--- config.mk ---
export PLATFORM = sky130hd
export DESIGN_NAME = apu_req_master
export DESIGN_NICKNAME = d
export VERILOG_FILES = /design/src/rtl/apu_master_pkg.sv /design/src/rtl/apu_resp_fifo.sv /design/src/rtl/apu_req_master.sv
export SDC_FILE = /design/constraint.sdc
export NUM_CORES = 1
export LEC_CHECK = 0
export BUFFER_PORTS_ARGS = -buffer_cell sky130_fd_sc_hd__buf_2
export CAP_MARGIN = 10
export CORE_MARGIN = 2
export CORE_UTILIZATION = 25
export CTS_CLUSTER_SIZE = 28
export DETAILED_ROUTE_END_ITERATION = 6
export SYNTH_ARGS = -nofsm -noshare
export SYNTH_HDL_FRONTEND = slang
export SYNTH_SLANG_ARGS = --single-unit
--- constraint.sdc ---
create_clock -name clk -period 2.5 [get_ports clk]
set_input_delay 0.25 -clock clk [delete_from_list [all_inputs] [get_ports clk]]
set_output_delay 0.25 -clock clk [all_outputs]
set_load 0.01 [all_outputs]
--- src/rtl/apu_master_pkg.sv ---
`default_nettype none
// +--------------------------------------------------------------------------+
// | apu_master_pkg : shared types and width helper for the APU request master |
// | Revision: 1.0                                                             |
// +--------------------------------------------------------------------------+
package apu_master_pkg;

    typedef enum logic [0:0] {
        IDLE = 1'b0,
        REQ  = 1'b1
    } req_state_e;

    // Occupancy must be able to represent the full credit count itself.
    function automatic int occ_width(input int max_outstanding);
        return $clog2(max_outstanding) + 1;
    endfunction

endpackage
`default_nettype wire

--- src/rtl/apu_resp_fifo.sv ---
`default_nettype none
// +--------------------------------------------------------------------------+
// | apu_resp_fifo : power-of-two depth response FIFO, head exposed combinat.  |
// | Revision: 1.0                                                             |
// +--------------------------------------------------------------------------+
module apu_resp_fifo #(
    parameter int WIDTH = 46,
    parameter int DEPTH = 4
) (
    input  logic             clk,
    input  logic             rst_n,
    input  logic             push_i,
    input  logic [WIDTH-1:0] push_data_i,
    input  logic             pop_i,
    output logic [WIDTH-1:0] pop_data_o,
    output logic             full_o,
    output logic             empty_o
);

    localparam int              c_aw         = $clog2(DEPTH);
    localparam logic [c_aw:0]   c_full_count = (c_aw + 1)'(DEPTH);

    logic [WIDTH-1:0] r_mem [DEPTH];
    logic [c_aw-1:0]  r_wr_ptr;
    logic [c_aw-1:0]  r_rd_ptr;
    logic [c_aw:0]    r_count;
    logic             w_push;
    logic             w_pop;

    assign full_o     = (r_count == c_full_count);
    assign empty_o    = (r_count == '0);
    assign w_pop      = pop_i & ~empty_o;
    // A pop frees the slot this cycle, so a push into a full FIFO is honoured.
    assign w_push     = push_i & (~full_o | w_pop);
    assign pop_data_o = r_mem[r_rd_ptr];

    always_ff @(posedge clk) begin
        if (w_push) begin
            r_mem[r_wr_ptr] <= push_data_i;
        end
    end

    always_ff @(posedge clk or negedge rst_n) begin
        if (!rst_n) begin
            r_wr_ptr <= '0;
            r_rd_ptr <= '0;
            r_count  <= '0;
        end else begin
            if (w_push) begin
                r_wr_ptr <= r_wr_ptr + 1'b1;
            end
            if (w_pop) begin
                r_rd_ptr <= r_rd_ptr + 1'b1;
            end
            case ({w_push, w_pop})
                2'b10:   r_count <= r_count + 1'b1;
                2'b01:   r_count <= r_count - 1'b1;
                default: r_count <= r_count;
            endcase
        end
    end

endmodule
`default_nettype wire

--- src/rtl/apu_req_master.sv ---
`default_nettype none
// +--------------------------------------------------------------------------+
// | apu_req_master : credit-limited core-to-APU request bridge, in-order resp |
// | Revision: 1.0                                                             |
// +--------------------------------------------------------------------------+
module apu_req_master
    import apu_master_pkg::*;
#(
    parameter int ID_WIDTH        = 9,
    parameter int NB_ARGS         = 2,
    parameter int DATA_WIDTH      = 32,
    parameter int OPCODE_WIDTH    = 6,
    parameter int FLAGS_IN_WIDTH  = 15,
    parameter int FLAGS_OUT_WIDTH = 5,
    parameter int MAX_OUTSTANDING = 4
) (
    input  logic                                clk,
    input  logic                                rst_n,

    input  logic                                core_req_i,
    output logic                                core_gnt_o,
    input  logic [ID_WIDTH-1:0]                 core_tag_i,
    input  logic [NB_ARGS-1:0][DATA_WIDTH-1:0]  core_operands_i,
    input  logic [OPCODE_WIDTH-1:0]             core_op_i,
    input  logic [FLAGS_IN_WIDTH-1:0]           core_flags_i,

    output logic                                core_rvalid_o,
    input  logic                                core_rready_i,
    output logic [DATA_WIDTH-1:0]               core_rdata_o,
    output logic [FLAGS_OUT_WIDTH-1:0]          core_rflags_o,
    output logic [ID_WIDTH-1:0]                 core_rtag_o,

    output logic                                apu_req_o,
    input  logic                                apu_gnt_i,
    output logic [ID_WIDTH-1:0]                 apu_ID_o,
    output logic [NB_ARGS-1:0][DATA_WIDTH-1:0]  apu_operands_o,
    output logic [OPCODE_WIDTH-1:0]             apu_op_o,
    output logic [FLAGS_IN_WIDTH-1:0]           apu_flags_o,

    output logic                                apu_rready_o,
    input  logic                                apu_rvalid_i,
    input  logic [DATA_WIDTH-1:0]               apu_rdata_i,
    input  logic [FLAGS_OUT_WIDTH-1:0]          apu_rflags_i,
    input  logic [ID_WIDTH-1:0]                 apu_rID_i,

    output logic                                err_o,
    output logic [$clog2(MAX_OUTSTANDING):0]    occ_o
);

    localparam int                   c_occ_w   = occ_width(MAX_OUTSTANDING);
    localparam int                   c_rsp_w   = DATA_WIDTH + FLAGS_OUT_WIDTH + ID_WIDTH;
    localparam logic [c_occ_w-1:0]   c_max_occ = c_occ_w'(MAX_OUTSTANDING);

    req_state_e                          r_state;
    logic [ID_WIDTH-1:0]                 r_tag;
    logic [NB_ARGS-1:0][DATA_WIDTH-1:0]  r_operands;
    logic [OPCODE_WIDTH-1:0]             r_op;
    logic [FLAGS_IN_WIDTH-1:0]           r_flags;
    logic [c_occ_w-1:0]                  r_occ;
    logic [c_occ_w-1:0]                  r_inflight;
    logic                                r_err;

    logic                                w_core_hs;
    logic                                w_apu_hs;
    logic                                w_rsp_push;
    logic                                w_stray;
    logic                                w_pop;
    logic                                w_fifo_full;
    logic                                w_fifo_empty;
    logic [c_rsp_w-1:0]                  w_rsp_head;

    // rst_n gates the combinational outputs so every output is 0 during reset.
    assign core_gnt_o   = rst_n & (r_occ < c_max_occ) & ((r_state == IDLE) | apu_gnt_i);
    assign apu_rready_o = rst_n;

    assign w_core_hs  = core_req_i & core_gnt_o;
    assign w_apu_hs   = apu_req_o & apu_gnt_i;
    assign w_stray    = apu_rvalid_i & (r_inflight == '0);
    assign w_rsp_push = apu_rvalid_i & (r_inflight != '0);
    assign w_pop      = core_rvalid_o & core_rready_i;

    assign apu_req_o      = (r_state == REQ);
    assign apu_ID_o       = r_tag;
    assign apu_operands_o = r_operands;
    assign apu_op_o       = r_op;
    assign apu_flags_o    = r_flags;
    assign occ_o          = r_occ;
    assign err_o          = r_err;

    assign core_rvalid_o = ~w_fifo_empty;
    assign {core_rdata_o, core_rflags_o, core_rtag_o} = w_fifo_empty ? '0 : w_rsp_head;

    always_ff @(posedge clk or negedge rst_n) begin
        if (!rst_n) begin
            r_state    <= IDLE;
            r_tag      <= '0;
            r_operands <= '0;
            r_op       <= '0;
            r_flags    <= '0;
        end else if (w_core_hs) begin
            // Also covers the back-to-back case: grant and refill in one cycle.
            r_state    <= REQ;
            r_tag      <= core_tag_i;
            r_operands <= core_operands_i;
            r_op       <= core_op_i;
            r_flags    <= core_flags_i;
        end else if (w_apu_hs) begin
            r_state    <= IDLE;
        end
    end

    always_ff @(posedge clk or negedge rst_n) begin
        if (!rst_n) begin
            r_occ      <= '0;
            r_inflight <= '0;
            r_err      <= 1'b0;
        end else begin
            case ({w_core_hs, w_pop})
                2'b10:   r_occ <= r_occ + 1'b1;
                2'b01:   r_occ <= r_occ - 1'b1;
                default: r_occ <= r_occ;
            endcase
            case ({w_apu_hs, w_rsp_push})
                2'b10:   r_inflight <= r_inflight + 1'b1;
                2'b01:   r_inflight <= r_inflight - 1'b1;
                default: r_inflight <= r_inflight;
            endcase
            r_err <= r_err | w_stray;
        end
    end

    apu_resp_fifo #(
        .WIDTH (c_rsp_w),
        .DEPTH (MAX_OUTSTANDING)
    ) u_resp_fifo (
        .clk         (clk),
        .rst_n       (rst_n),
        .push_i      (w_rsp_push),
        .push_data_i ({apu_rdata_i, apu_rflags_i, apu_rID_i}),
        .pop_i       (w_pop),
        .pop_data_o  (w_rsp_head),
        .full_o      (w_fifo_full),
        .empty_o     (w_fifo_empty)
    );

    // Overflow is excluded by the credit bound; full is kept for visibility.
    logic w_unused;
    assign w_unused = w_fifo_full;

endmodule
`default_nettype wire

Word-level counts from Yosys, hierarchy flattened:

Memory sizes are Yosys's and may differ from the RTL's.
Index checks and enable logic that the tools add are counted.

* register bits: 109
* bits in writable memories: 184
* output and inout bits: 148
* memories: 1

* mux-type cells: 8
* order comparisons: 1
* reduce and logical (&&, ||, !) cells: 7
* add/sub/neg operators: 8
* bitwise logic cells: 15
* equal/unequal tests: 7

Memory list
* u_resp_fifo.r_mem: depth 4, width 46, rd ports 1, clocked after memory_dff 0, write ports 1, RTL line apu_resp_fifo.sv:23 `logic [WIDTH-1:0] r_mem [DEPTH];`

Operator list (count)
* $mux 46: 1
* $pmux 3 s2: 3
* $add 3x1->3 const B: 3
* $and 1x1->1: 9
* $sub 3x1->3 const B: 3
* $reduce_bool 2->1: 4
* $eq 2x1->1 const B: 3
* $eq 2x2->1 const B: 3
* $logic_not 3->1: 2
* $add 2x1->2 const B: 2
* $mux 1: 4
* $eq 3x3->1 const B: 1
* $lt 3x3->1 const B: 1
* $not 1->1: 3
* $or 1x1->1: 3
* $reduce_bool 3->1: 1

Depth between registers and ports, before layout:

* depth in word-level cells: 8
* mapped depth: 9
* depth with buffers taken out: 9

Cells and area by module:

From an unflattened synthesis, not the netlist that was laid out.

* cells, all modules: 576
* area, all modules: 11521.0 µm²

Modules (own cells, without submodules)
* apu_resp_fifo: area each 7129.3 µm², cells an instance 291, sequential area each 5700.5 µm², instances 1
* apu_req_master: area each 4391.7 µm², cells an instance 285, sequential area each 2552.4 µm², instances 1

Worst setup path after synthesis:

OpenSTA, ideal clock, no wires.

* path kind: reg2reg
* from: register u_resp_fifo.r_count[2]
* to: memory u_resp_fifo.r_mem[2][0], enable pin
* period minus slack after synthesis: 2.409 ns
* stages on the path, launching flop included: 4
* data required time: 2.092 ns
* library setup time: 0.408 ns
* path buffers: 0
* setup slack: 0.091 ns
* data arrival time: 2.001 ns
* path through: dfrtp_1 > nor4b_1 > nor3b_2 > and2_1

* word-level cells in the longest chain between the ends: 8

RTL lines
* start, declared: RTL line apu_resp_fifo.sv:26 `logic [c_aw:0] r_count;`
* start signal, assigned: RTL line apu_resp_fifo.sv:56 `2'b10: r_count <= r_count + 1'b1;`
* start signal, assigned: RTL line apu_resp_fifo.sv:57 `2'b01: r_count <= r_count - 1'b1;`
* start signal, assigned: RTL line apu_resp_fifo.sv:58 `default: r_count <= r_count;`
* $logic_not 3->1: RTL line apu_resp_fifo.sv:31 `assign empty_o = (r_count == '0);`
* $not 1->1: RTL line apu_resp_fifo.sv:32, apu_req_master.sv:90
* $and 1x1->1: RTL line apu_req_master.sv:80 `assign w_pop = core_rvalid_o & core_rready_i;`
* $and 1x1->1: RTL line apu_resp_fifo.sv:32 `assign w_pop = pop_i & ~empty_o;`
* $or 1x1->1 *: RTL line apu_resp_fifo.sv:34 `assign w_push = push_i & (~full_o | w_pop);`
* $and 1x1->1 *: RTL line apu_resp_fifo.sv:34
* $mux 1 *: RTL line apu_resp_fifo.sv:38 `if (w_push) begin`
* $mux 1 (not written as such) *: RTL line apu_resp_fifo.sv:39 `r_mem[r_wr_ptr] <= push_data_i;`
* end, declared: RTL line apu_resp_fifo.sv:23

Mark *: on every way between the ends. The rest lies on a longest branch, timed or not.

Worst setup path in the final report:

* from: register u_resp_fifo.r_rd_ptr[0]
* to: output core_rdata_o[12]

* word-level cells in the longest chain between the ends: 2

RTL lines
* start, declared: RTL line apu_resp_fifo.sv:25 `logic [c_aw-1:0] r_rd_ptr;`
* start signal, assigned: RTL line apu_resp_fifo.sv:53 `r_rd_ptr <= r_rd_ptr + 1'b1;`
* $mem_v2 4x46
* $mux 46: RTL line apu_req_master.sv:91 `assign {core_rdata_o, core_rflags_o, core_rtag_o} = w_fifo_empty ? '0 : w_rsp_head;`
* end, declared: RTL line apu_req_master.sv:29 `output logic [DATA_WIDTH-1:0] core_rdata_o,`

No other way between the ends.

==> qor.csv <==
metric,value,unit
Critical Path Fanout Max,17,
vias per inst,4.13,
initial antenna violation count,1,
slew at the pin closest to its max-slew limit,0.669,ns
root buf cell,clkbuf_16,
HP Start,apu_gnt_i,
Fmax,415,MHz
Die X,216,um
"most common cell after layout, fill and taps aside",buf_2,
peak supply drop,0.615,mV
Routed WL,27.1,mm
# H-tree levels,2,
Clock Tree Buf Depth,3,
"EDFF count, synth",184,
post-route ant nets,0,
I/O Buffers,293,
static leakage,6.45,nW
most frequent cells in the layout,"buf_2 (292), edfxtp_1 (184), dlygate4sd3_1 (143)",
routability cong.,0.675,
Layout area overhead,42.8,%
count of buffer and inverter cells on the critical path,2,
Residual DRC,0,
largest net degree at the start of global routing,96,
core footprint,44400,sq um
Die Area,46800,sq um
clk_lat worst skew,0.52,ns
worst hold-check path type,primary input to flop,
First DRT Iteration DRCs,289,
n_diodes,0,
synthesized flop and latch total,293,
minimum clock period,2.41,ns
clock sink count,293,
Mapped Area,11300,sq um
final hold slack,0.0710,ns
relative slew slack,0.554,
crit path DAT,2.16,ns
Placement Setup Slack,0.260,ns
Worst-path clk slew,0.05,ns
syn avg cell area,20.1,sq um
Design Power,0.0189,W
Setup-failing EPs final,0,
Reg-to-Reg Start,u_resp_fifo.r_count[0],
NumNets Final,1176,
share of cells above drive strength 1,0.480,
Die Y,216,um
TritonCTS Buffers,34,
post-DP HPWL,16.1,mm
number of global-route vias before repair,7652,
area post-placement,13500,sq um
asr flop ratio synth,0.372,
total track usage,0.116,
Reg2Reg Setup Slack,0.26,ns
pwr dens,1170,nW/um^2
sequential area share after synthesis,0.732,
Final Hold Fails,0,
Final Worst Setup Slack,0.0901,ns
Pre-Repair DR Iteration Count,4,
Critical-path top delay cell,dfrtp_4,
CP max stage delay,0.54,ns
FP Rows,77,
Mapped Nets,716,
library cells used by synthesis,28,
vias after detailed routing,6743,
clock skew,0.0134,ns
final cycle utilization of the critical path,0.964,
Synth Flop Type,edfxtp_1,
cell area after layout,16100,sq um
initial core utilization,0.254,
WL/cell,16.6,um
remaining global-route overflow,0,
startpoint types,flop,
number of setup buffers added after CTS,0,
CP top delay family,flip-flops,
"Req. time, crit path",2.25,ns
Post-Syn Instances,560,
maxcap violations,0,
crit path kind,flop to output pin,
outcome,"complete, no violations",
post-route insts no fill,1634,
CTS tree,done,
Inst Count DP,1432,
global-route wire length before repair,42.4,mm
worst-path cell chain,"clkbuf_16, mux4_2, and2_1, buf_2",
CP Launch Point,u_resp_fifo.r_rd_ptr[0],
max-slew violations,0,
Synth Warn #,0,
element type at the critical path end,output pin,
IO Count,294,
sequential cells by signal, indices dropped and copies added, names as in the netlist, 3 cells and up:
register and cells:
r_inflight 3, u_resp_fifo.r_count 3, occ_o 3, apu_flags_o 15, apu_ID_o 9, u_resp_fifo.r_mem 184, apu_operands_o 64, apu_op_o 6
where the power goes:
part	leakage [nW]	total, W	internal, W	switching [W]
logic	2.94	0.00654	0.00335	0.00319
clock network	0.540	0.00489	0.00300	0.00189
registers	2.97	0.00746	0.00675	0.000710
total	6.45	0.0189	0.0131	0.00579
worst paths after layout:
check                                      to  cells after the start
setup / recovery             core_rdata_o[12]                      4
hold / removal                      apu_req_o                      3
setup reg to reg                     occ_o[2]                      7
hold reg to reg                         err_o                      1
max in group asynchronous  apu_operands_o[28]                      3
min in group asynchronous         apu_ID_o[7]                      2
area by class of cell:
class / count / area [sq um]
Tap cell: 592 / 741
Clock buffer: 42 / 955
Sequential cell: 293 / 8260
Inverter: 9 / 33.8
Fill cell: 4183 / 28300
Timing Repair Buffer: 450 / 3140
Clock inverter: 16 / 144
Multi-Input combinational cell: 232 / 2830
stage by stage:
step / setup TNS, ns / util
after floorplan: 0 / -
after global placement: 0 / 0.305
after detailed placement: 0 / 0.305
after CTS: 0 / 0.362
after global routing: -0.0143 / 0.363
final: 0 / 0.363
cells in the mapped netlist (2+ instances only):
library cell	n	area share
mux2i_1	2	0.0018
fa_1	3	0.0053
nor2_1	3	0.0010
and2_1	51	0.028
nand2_1	2	0.00067
mux2_1	5	0.0050
edfxtp_1	184	0.49
dfrtp_1	109	0.24
inv_1	9	0.0030
xnor2_1	6	0.0047
mux4_2	46	0.092
ha_1	7	0.0078
clkbuf_1	6	0.0020
buf_4	2	0.0013
buf_6	7	0.0070
mux2_2	91	0.091
buf_2	11	0.0049
xor2_1	6	0.0047
kinds of logic after synthesis:
group                    share of synthesized area
buffers and inverters                       0.0182
multiplexers                                 0.189
AO/OA/AOI/OAI                             0.000666
AND/OR/NAND/NOR                             0.0375
flip-flops                                   0.732
adder cells (fa/ha/maj)                     0.0131
XOR/XNOR                                   0.00932
layer usage:
layer / wire (um) / vias up / part of all wire / global-route usage
met3: 2030 / 45 / 0.075 / 0.0403
met1: 11600 / 3397 / 0.43 / 0.141
met4: 664 / 2 / 0.025 / 0.0368
met2: 12800 / 252 / 0.47 / 0.194
li1: - / 3047 / - / -
met5: 14 / - / 0.00052 / 0
worst reg2reg max path: stages, from the launching register on:
cell     delay, ns
dfrtp_1       0.41
or3_2         0.51
and2_1        0.22
ha_1          0.23
fa_1          0.38
xnor2_1       0.13
nor2_1        0.13
xor2_1        0.15
repair_timing:
action,4_1_cts,5_1_grt
hold buffers,143,0
cloned,0,1
setup endpoints to repair,3,29
hold endpoints to repair,338,0
resized for setup,1,4
Note: power is estimated with default switching activity, not from simulation.
